<file path="config.mk">
export PLATFORM = sky130hd
export DESIGN_NAME = fpadd_rr_scheduler
export DESIGN_NICKNAME = d
export VERILOG_FILES = /design/src/rtl/fpadd_pkg.sv /design/src/rtl/fpadd_rr_scheduler_rr_pick.sv /design/src/rtl/fpadd_rr_scheduler.sv
export SDC_FILE = /design/constraint.sdc
export NUM_CORES = 1
export LEC_CHECK = 0
export CAP_MARGIN = 5
export CORE_AREA = 2 2 158 160
export DETAILED_ROUTE_END_ITERATION = 12
export DIE_AREA = 0 0 160 162
export GPL_TIMING_DRIVEN = 0
export PLACE_DENSITY = 0.6
export REMOVE_ABC_BUFFERS = 1
export SLEW_MARGIN = 20
export SYNTH_ARGS = -nofsm -noshare
export SYNTH_HDL_FRONTEND = slang
export SYNTH_SLANG_ARGS = --single-unit
</file>
<file path="constraint.sdc">
create_clock -name clk -period 9.3 [get_ports clk]
set_clock_uncertainty 0.15 [all_clocks]
set_input_delay 0.93 -clock clk [delete_from_list [all_inputs] [get_ports clk]]
set_output_delay 0.93 -clock clk [all_outputs]
set_load 0.01 [all_outputs]
</file>
<file path="src/rtl/fpadd_pkg.sv">
// Shared definitions for the fpadd sharing logic: scheduler states and
// the default width and latency of the floating-point adder.
package fpadd_pkg;

    localparam int FP_W      = 32;
    localparam int FPADD_LAT = 26;

    typedef enum logic [1:0] {
        IDLE,
        ISSUE,
        WAIT,
        RESP
    } state_e;

endpackage

</file>
<file path="src/rtl/fpadd_rr_scheduler_rr_pick.sv">
// Combinational round-robin picker: the first requester after last_i
// (wrapping) that is asserted wins.
module rr_pick #(
    parameter int NREQ = 4,
    parameter int IDW  = 2
) (
    input  logic [NREQ-1:0] req_i,
    input  logic [IDW-1:0]  last_i,
    output logic            any_o,
    output logic [IDW-1:0]  grant_o,
    output logic [NREQ-1:0] onehot_o
);

    logic [IDW-1:0] idx;

    // Scan from the lowest priority down so the nearest candidate overwrites last.
    always_comb begin
        any_o    = 1'b0;
        grant_o  = '0;
        idx      = '0;
        for (int k = NREQ; k >= 1; k--) begin
            idx = IDW'((int'(last_i) + k) % NREQ);
            if (req_i[idx]) begin
                any_o   = 1'b1;
                grant_o = idx;
            end
        end
        onehot_o = any_o ? (NREQ'(1) << grant_o) : '0;
    end

endmodule

</file>
<file path="src/rtl/fpadd_rr_scheduler.sv">
// Shares one non-pipelined fpadd unit among NREQ requesters: round-robin
// accept, start pulse, minimum-latency wait, then a tagged response.
//
// state | meaning
// IDLE  | offer req_ready to the round-robin winner, latch its operands
// ISSUE | pulse fu_start, load the latency counter
// WAIT  | count down; capture fu_sum once the counter is 0 and fu_done is high
// RESP  | hold rsp_valid/rsp_sum/rsp_id until rsp_ready
module fpadd_rr_scheduler
    import fpadd_pkg::*;
#(
    parameter int NREQ = 4,
    parameter int W    = FP_W,
    parameter int LAT  = FPADD_LAT,
    parameter int IDW  = $clog2(NREQ)
) (
    input  logic            clk,
    input  logic            reset,
    input  logic [NREQ-1:0] req_valid,
    output logic [NREQ-1:0] req_ready,
    input  logic [NREQ*W-1:0] req_a,
    input  logic [NREQ*W-1:0] req_b,
    output logic            rsp_valid,
    input  logic            rsp_ready,
    output logic [IDW-1:0]  rsp_id,
    output logic [W-1:0]    rsp_sum,
    output logic            fu_start,
    output logic [W-1:0]    fu_a,
    output logic [W-1:0]    fu_b,
    input  logic [W-1:0]    fu_sum,
    input  logic            fu_done,
    output logic            busy
);

    localparam int CW = (LAT > 1) ? $clog2(LAT) : 1;

    state_e         state_q, state_d;
    logic [IDW-1:0] last_q, last_d;
    logic [IDW-1:0] id_q, id_d;
    logic [CW-1:0]  cnt_q, cnt_d;
    logic [W-1:0]   fu_a_q, fu_a_d;
    logic [W-1:0]   fu_b_q, fu_b_d;
    logic [W-1:0]   rsp_sum_q, rsp_sum_d;
    logic [IDW-1:0] rsp_id_q, rsp_id_d;

    logic            pick_any;
    logic [IDW-1:0]  pick_idx;
    logic [NREQ-1:0] pick_onehot;

    rr_pick #(
        .NREQ (NREQ),
        .IDW  (IDW)
    ) u_pick (
        .req_i    (req_valid),
        .last_i   (last_q),
        .any_o    (pick_any),
        .grant_o  (pick_idx),
        .onehot_o (pick_onehot)
    );

    always_ff @(posedge clk or posedge reset) begin
        if (reset) begin
            state_q   <= IDLE;
            last_q    <= IDW'(NREQ - 1);
            id_q      <= '0;
            cnt_q     <= '0;
            fu_a_q    <= '0;
            fu_b_q    <= '0;
            rsp_sum_q <= '0;
            rsp_id_q  <= '0;
        end else begin
            state_q   <= state_d;
            last_q    <= last_d;
            id_q      <= id_d;
            cnt_q     <= cnt_d;
            fu_a_q    <= fu_a_d;
            fu_b_q    <= fu_b_d;
            rsp_sum_q <= rsp_sum_d;
            rsp_id_q  <= rsp_id_d;
        end
    end

    always_comb begin
        state_d   = state_q;
        last_d    = last_q;
        id_d      = id_q;
        cnt_d     = cnt_q;
        fu_a_d    = fu_a_q;
        fu_b_d    = fu_b_q;
        rsp_sum_d = rsp_sum_q;
        rsp_id_d  = rsp_id_q;
        req_ready = '0;
        fu_start  = 1'b0;
        rsp_valid = 1'b0;

        case (state_q)
            IDLE: begin
                if (pick_any) begin
                    req_ready = pick_onehot;
                    fu_a_d    = req_a[int'(pick_idx) * W +: W];
                    fu_b_d    = req_b[int'(pick_idx) * W +: W];
                    id_d      = pick_idx;
                    state_d   = ISSUE;
                end
            end
            ISSUE: begin
                fu_start = 1'b1;
                cnt_d    = CW'(LAT - 1);
                state_d  = WAIT;
            end
            WAIT: begin
                // An early fu_done is deliberately ignored until the counter expires.
                if (cnt_q != '0) begin
                    cnt_d = cnt_q - 1'b1;
                end else if (fu_done) begin
                    rsp_sum_d = fu_sum;
                    rsp_id_d  = id_q;
                    state_d   = RESP;
                end
            end
            RESP: begin
                rsp_valid = 1'b1;
                if (rsp_ready) begin
                    last_d  = id_q;
                    state_d = IDLE;
                end
            end
            default: state_d = IDLE;
        endcase
    end

    assign busy    = (state_q != IDLE);
    assign fu_a    = fu_a_q;
    assign fu_b    = fu_b_q;
    assign rsp_sum = rsp_sum_q;
    assign rsp_id  = rsp_id_q;

endmodule

</file>
### Word level (Yosys, flattened, before mapping)

Index checks and enable logic that the tools add are counted.

* bits in registers: 109
* output and inout port bits: 105
* input bits: 296
* logic and storage cells: 65

* eq/ne operators: 8
* order comparisons: 4
* bitwise gates (word level): 1
* shift-type cells: 3
* add/subtract/negate cells: 5
* mux-type cells: 27
* reduce and logical (&&, ||, !) cells: 9

Operators by type and width (count)
* 128-bit by 8-bit variable part select with 32-bit output: 2
* 2-bit two-way mux: 8
* 2-bit by 3-bit < comparator with 1-bit output, second input constant: 4
* 1-bit two-way mux: 10
* 2-bit inequality test, second input constant: 5
* 5-bit case mux with 2 select lines: 1
* 1-bit binary-select mux with 2-bit select: 4
* 4-bit two-way mux: 2
* 2-bit case mux with 4 select lines: 1
* 2-bit AND reduction: 3
* 5-bit two-way mux: 1
* 5-bit nonzero test: 1
* 5-bit by 1-bit subtractor with 5-bit output, second input constant: 1
* 2-bit by 1-bit adder with 2-bit output, second input constant: 2
* 2-bit adder, second input constant: 2
* 2-bit equality test, second input constant: 2
* 4-bit AND reduction: 1
* 2-bit nonzero test: 2
* 1-bit by 2-bit left shift with 4-bit output, first input constant: 1
* 3-bit AND reduction: 1
* 2-bit by 1-bit equality test with 1-bit output, second input constant: 1
* 2-bit zero test: 1
* 1-bit inverter: 1

### Depth between registers and ports, before layout

Gate-level depths: netlist (run 1).

* depth in word-level cells: 10
* gate-level depth with buffers: 8

### By module

A second synthesis (run 1) with hierarchy kept.

* cell total of the unflattened synthesis: 372
* area, all modules: 5934.4 um^2

Modules (own cells, without submodules)
* fpadd_rr_scheduler: area an instance 5756.8 um^2, instances 1, cells each 344, seq. area each 2730.1 um^2
* rr_pick: area an instance 177.7 um^2, instances 1, cells each 28, seq. area each 0.0 um^2

### Least setup slack after synthesis (run 1)

No wires, ideal clock.

* path type: input to output
* start point: input port req_valid[3]
* end point: output port req_ready[1]
* cell stages on the path: 7
* setup slack: 6.128 ns
* data arrival time: 2.092 ns
* buffers on the path: 3
* cells stage by stage: buf_4 nor2b_1 a21o_1 a21o_1 buf_4 buf_4 and3_1

* word-level cells in the longest chain between the ends: 9

RTL lines
* start, declared: RTL line fpadd_rr_scheduler.sv:19 `input logic [NREQ-1:0] req_valid,`
* 1-bit binary-select mux with 2-bit select: RTL line fpadd_rr_scheduler_rr_pick.sv:23 `if (req_i[idx]) begin`
* 1-bit two-way mux (not written as such): RTL line fpadd_rr_scheduler_rr_pick.sv:23
* 2-bit two-way mux (4 in series): RTL line fpadd_rr_scheduler_rr_pick.sv:23
* 1-bit by 2-bit left shift with 4-bit output: RTL line fpadd_rr_scheduler_rr_pick.sv:28 `onehot_o = any_o ? (NREQ'(1) << grant_o) : '0;`
* 4-bit two-way mux *: RTL line fpadd_rr_scheduler.sv:98 `if (pick_any) begin`
* 4-bit two-way mux *: RTL line fpadd_rr_scheduler.sv:96 `case (state_q)`
* end, declared: RTL line fpadd_rr_scheduler.sv:20 `output logic [NREQ-1:0] req_ready,`

Every way passes the cells marked *; elsewhere a longest branch is shown, timed or not. The select of a mux whose other input is x is not followed.

### Final worst setup path (run 1)

* start point: input port req_valid[0]
* end point: output port req_ready[0]

Same word-level chain as after synthesis.

==> results of run 1 <==
[worst max-delay path, cell delays in order]
cell,delay [ns]
clkdlybuf4s50_1,0.57
inv_2,0.10
o32a_1,0.38
nand2_4,0.51
buf_16,0.33
and3_1,0.22
clkdlybuf4s50_1,0.53
[how the worst min path moves through the flow]
stage | start | end | cells past startpoint
after floorplan | id_q[1] | id_q[1] | 2
after global placement | rsp_sum[12] | rsp_sum[12] | 1
after detailed placement | rsp_sum[2] | rsp_sum[2] | 1
after CTS | rsp_sum[2] | rsp_sum[2] | 1
after global routing | rsp_sum[25] | rsp_sum[25] | 1
final | rsp_sum[2] | rsp_sum[2] | 1
[area by class of cell]
class	instances	area [µm²]	share of cell area, %
clock buffers	9	225	2.14
clock inverters	7	66.3	0.630
inverters	11	46.3	0.440
multi-input cells	423	2760	26.2
flip-flops and latches	109	2730	25.9
well taps	324	405	3.85
repair buffers	412	4290	40.8
[per-layer routing]
metal  track usage [%]  part of all wire (%)  vias to the layer above  routed length, µm
met5                 0                     0                        -                  0
met4              5.49                   1.8                        0                446
met3              4.85                   7.9                       24               1960
met2              33.9                    51                      310              12600
met1              21.8                    39                     3149               9790
li1                  -                     -                     3026                  -
[through the flow]
stage	area [µm²]	worst slack (ns)	util (%)
global route	10500	4.48	43.7
detailed placement	10200	4.55	42.4
global placement	9890	1.22	41.0
finish	10500	4.57	43.7
CTS	10500	4.55	43.7
floorplan	5480	4.45	-
[state kept, by name (all words and copies together) (netlist names)]
name	cells
state_q	2
rsp_sum	32
fu_a	32
last_q	2
fu_b	32
rsp_id	2
id_q	2
cnt_q	5
[logic make-up after synthesis]
group                    count (synthesis)  share of synthesized area [%]
AND/OR/NAND/NOR                        230                           18.8
flip-flops                             109                           46.9
adder cells (fa/ha/maj)                  5                           1.07
AO/OA/AOI/OAI                          149                           19.2
XOR/XNOR                                 1                          0.150
multiplexers                            38                           7.30
buffers and inverters                   70                           6.60
[power by group through the flow]
stage	Sequential, W	Combinational [W]	Clock [W]
after detailed placement	0.000805	0.00164	0
after global placement	0.000797	0.00156	0
final	0.000795	0.00162	0.000391
after floorplan	0.000875	0.000667	0
after CTS	0.000797	0.00164	0.000414
after global routing	0.000824	0.00175	0.000426
[Yosys cell counts (2+ instances only)]
library cell | count | area (µm²)
nor2_1 | 74 | 278
o21ai_1 | 4 | 20.0
o21ai_0 | 3 | 15.0
buf_2 | 22 | 110
nor2b_1 | 4 | 25.0
mux2_1 | 30 | 338
nor2_2 | 2 | 12.5
nand2_1 | 12 | 45.0
a31oi_1 | 64 | 400
a21o_1 | 2 | 15.0
dfstp_2 | 2 | 52.6
inv_2 | 2 | 7.51
dfrtp_1 | 107 | 2680
buf_6 | 4 | 45.0
nand3_1 | 129 | 646
clkbuf_1 | 16 | 60.1
and3_1 | 2 | 12.5
mux2_2 | 6 | 67.6
buf_4 | 17 | 128
a221oi_1 | 63 | 552
inv_1 | 9 | 33.8
o32a_1 | 2 | 20.0
mux2i_1 | 2 | 20.0
ha_1 | 5 | 62.6
a211oi_1 | 2 | 15.0
a21oi_1 | 3 | 15.0
nand2b_1 | 2 | 12.5
==> results.md, run 1 <==
- Die width: 160 µm
- Setup crit start: req_valid[0]
- Setup crit end: req_ready[0]
- Net Sw Frac: about two fifths
- Drt pass-1 iters: 5
- Fin crit share: roughly 50%
- Arrival time worst endpoint: 3.65 ns
- R2r setup slk: approximately 6.7 ns
- Cell Int Power: 0.00166 W
- RePlAce Congestion: 0.776
- Ys Warns: 0
- Fillers: roughly 2400
- Core area: 24100 µm²
- Antenna Nets Post-Route: 0
- Layout Nets: 1267
- Max cap viols: 0
- Post-synthesis register bit count: ~110
- Io pins: 401
- Clock Power Share: 14.0%
- CP max FO: 71
- Commonest non-fill, non-tap cells in the layout: 400 x clkdlybuf4s50_1, 129 x nand3_1, 107 x dfrtp_1
- Number of global-route vias before repair: between 6000 and 7000
- Vias after detailed routing: 6509
- Clock slew at reported path FFs: 0.07 ns
- RSZ-0062 raised after global routing: false
- Commonest non-fill, non-tap cell in the layout: clkdlybuf4s50_1
- Area grow syn2layout: 80.7%
- Post-synth EDFFs: 0
- Distinct cells, synth: 39
- Residual DRC: 0
- Ys flop type: dfrtp_1
- Gate power share: 57.7%
- Type of origin of the critical path: input pin
- Post-synth ARST share: 100%
- Post-synthesis cell area: 5820 µm²
- CP required: around 8.2 ns
- PD cells: 266 nW/µm²
- Largest net degree at the start of global routing: just over 70
- Sequential power share: 28.4%
- CP Class: input pin to output port
- P_leak: 4.05 nW
- Die Y: 162 µm
- Final hold viol count: 0
- Number of port buffers: 400
- Fin crit period: 4.73 ns
- Post-Syn Instances: ~600
- Routed WL: between 20 and 25 mm
- Max Slew Vio Count: 0
- CTS sink cnt: 109
- Overflow after GRT: 0
- Reg2reg start: last_q[1]
- Initial core utilization: around a quarter
- CTS tree: built
- First-pass GRT wire length: 37.7 mm
- CTS resizes: 0
- Htree depth: 3
- GR Util All Layers: 18.7%
- Switching pwr: 0.00114 W
- Setup violators final: 0
- Worst min-delay path class: flip-flop to flip-flop
- Post-Synthesis Mean Instance Area: 9.67 µm²
- Worst-Margin Slew: 0.725 ns
- Cts hold-fix bufs: 0
- DP Cell Count: 1279
- Status: complete, no violations
- CTS buffer count: 9
- WL/cell: about 19 µm
- Initial antenna violation count: 0
- Critical Path End Type: output port
- Post-Route Setup TNS: 0 ns
- Dpl hpwl: roughly 19 mm
- Finished Layout Cells: ~1300
- Fin Hold WS: 0.342 ns
- VDD IR max: about 120 µV
- Worst reg2reg path depth: 6
- Postcts setup bufs: 0
- Root Buffer: clkbuf_16
- Fmax: between 0.2 and 0.25 GHz
- Clock Latency Late Sink: between 0.3 and 0.4 ns
- Die area: 25900 µm²
- DR vias/cell: 5.03
- Rel. slew slack: 51.6%
- Reg2reg end: fu_a[14]
- Sequential area share after synthesis: between 40% and 50%
- Total power: about 0.0028 W
- Num rows: 57
- Share of layout cells above drive strength 1: 5.15%
- Initial DRC Count: 349
- ANT cells: 0
- Max clock buf depth: 2
(Power assumes the default switching activity.)
==> inputs of run 2 (changes only) <==
--- a/config.mk
+++ b/config.mk
@@ -6,11 +6,11 @@
 export NUM_CORES = 1
 export LEC_CHECK = 0
 export CAP_MARGIN = 5
-export CORE_AREA = 2 2 158 160
+export CORE_AREA = 2 2 155 157
 export DETAILED_ROUTE_END_ITERATION = 12
-export DIE_AREA = 0 0 160 162
+export DIE_AREA = 0 0 157 159
 export GPL_TIMING_DRIVEN = 0
-export PLACE_DENSITY = 0.6
+export PLACE_DENSITY = 0.61
 export REMOVE_ABC_BUFFERS = 1
 export SLEW_MARGIN = 20
 export SYNTH_ARGS = -nofsm -noshare
==> constraint.sdc (replaced) <==
create_clock -name clk -period 4.6 [get_ports clk]
set_clock_uncertainty 0.15 [all_clocks]
set_input_delay 0.46 -clock clk [delete_from_list [all_inputs] [get_ports clk]]
set_output_delay 0.46 -clock clk [all_outputs]
set_load 0.01 [all_outputs]
==> results.md, run 2 (synthesized netlist as in run 1, its figures left out) <==
- Status: complete, no violations
- Max Slew Vio Count: 0
- Die width: 157 µm
- Sequential cell area: 2730 µm²
- Layout Nets: 1267
- Setup violators final: 0
- Fillers: between 2000 and 2500
- Die Y: 159 µm
- Fin crit share: 75.9%
- Overflow after GRT: 0
- Fin crit period: 3.49 ns
- CTS buffer count: 9
- Sequential power share: 28.6%
- Number of port buffers: 400
- Cts hold-fix bufs: 0
- P_leak: roughly 4.0 nW
- Htree depth: 3
- Worst-Margin Slew: 0.694 ns
- Clock slew at reported path FFs: 0.08 ns
- Clock Latency Late Sink: around 0.35 ns
- Commonest non-fill, non-tap cell in the layout: clkdlybuf4s50_1
- Net Sw Frac: 40.4%
- ANT cells: 0
- PD cells: 536 nW/µm²
- Core area: 23200 µm²
- Multi-input combinational cell area: 2760 µm²
- Arrival time worst endpoint: roughly 2.9 ns
- Routed WL: 24.1 mm
- Die area: 25000 µm²
- CP required: ~4.0 ns
- Placement Cell Area: 10200 µm²
- Fin Hold WS: 0.334 ns
- CTS resizes: 0
- CP Class: input pin to output port
- Io pins: 401
- Initial core utilization: 25.1%
- Type of origin of the critical path: input pin
- Antenna Nets Post-Route: 0
- GR Util All Layers: about a fifth
- VDD IR max: 289 µV
- Share of layout cells above drive strength 1: 5.05%
- Initial DRC Count: 252
- First-pass GRT wire length: 36.1 mm
- Gate power share: 57.6%
- Switching pwr: 0.00228 W
- Num rows: 56
- Rel. slew slack: 53.7%
- Postcts setup bufs: 0
- RSZ-0062 raised after global routing: false
- WL/cell: 18.7 µm
- Worst min-delay path class: input pin to async pin
- CTS sink cnt: 109
- Finished Layout Cells: 1290
- Cell Int Power: 0.00336 W
- Area grow syn2layout: 80.6%
- Design area: 10500 µm²
- Max clock buf depth: 2
- CP max FO: 39
- Drt pass-1 iters: 4
- Dpl hpwl: 18.3 mm
- Clock Power Share: between 10 and 15%
- Root Buffer: clkbuf_16
- DP Cell Count: around 1300
- Critical Path End Type: output port
- Number of global-route vias before repair: about 6500
- Fmax: 0.286 GHz
- Initial antenna violation count: 0
- Largest net degree at the start of global routing: 73
- DR vias/cell: 4.92
- CTS tree: built
- Commonest non-fill, non-tap cells in the layout: 400 x clkdlybuf4s50_1, 129 x nand3_1, 107 x dfrtp_1
- Final hold viol count: 0
- Vias after detailed routing: 6352
- Residual DRC: 0
- RePlAce Congestion: between 0.7 and 0.8
- Max cap viols: 0
run 2: path summary, 6_finish.rpt:
check	startpoint	slack, ns	cells after the start	endpoint
max in group asynchronous	reset	3.28	3	fu_b[25]
worst max-delay path	req_valid[1]	1.11	6	req_ready[3]
min in group clk	rsp_sum[14]	0.34	1	rsp_sum[14]
worst min-delay path	reset	0.33	2	rsp_sum[17]
worst min register to register	rsp_sum[14]	0.34	1	rsp_sum[14]
worst max register to register	last_q[1]	1.96	6	fu_a[4]
run 2: worst max-delay path, cell delays in order:
cell and delay (ns):
clkdlybuf4s50_1 0.57, nor4_4 0.52, nand2b_4 0.46, buf_12 0.27
a21oi_1 0.08, clkdlybuf4s50_1 0.50
run 2: power by group through the flow:
stage               clock (W)  sequential [W]  combinational, W
floorplan                   0         0.00177           0.00135
detailed placement          0         0.00164           0.00327
CTS                  0.000817         0.00162           0.00328
finish               0.000777         0.00161           0.00324
global route         0.000853         0.00166           0.00352
global placement            0         0.00161           0.00313
run 2: metrics by stage:
stage	utilization, %	setup WS, ns	setup TNS [ns]	power, W
2_1_floorplan	-	0.538	0	0.00312
3_3_place_gp	42.6	-2.34	-184.70	0.00474
3_5_place_dp	44.1	1.10	0	0.00491
4_1_cts	45.3	1.09	0	0.00571
5_1_grt	45.3	0.951	0	0.00604
6_report	45.3	1.11	0	0.00563
run 2: layout make-up:
cell class                 count  share of cell area, %
clock inverter                 6                  0.535
clock buffer                  10                   2.18
timing repair buffer         412                   40.9
tap                          319                   3.79
multi-input combinational    423                   26.2
inverter                      11                  0.440
sequential                   109                   26.0
run 2: per-layer routing:
| layer | GRT usage, % | part of all wire [%] |
|---|---|---|
| met3 | 5.61 | 9.0 |
| met2 | 33.0 | 50 |
| met4 | 6.76 | 2.3 |
| met5 | 0 | 0 |
| met1 | 21.1 | 39 |
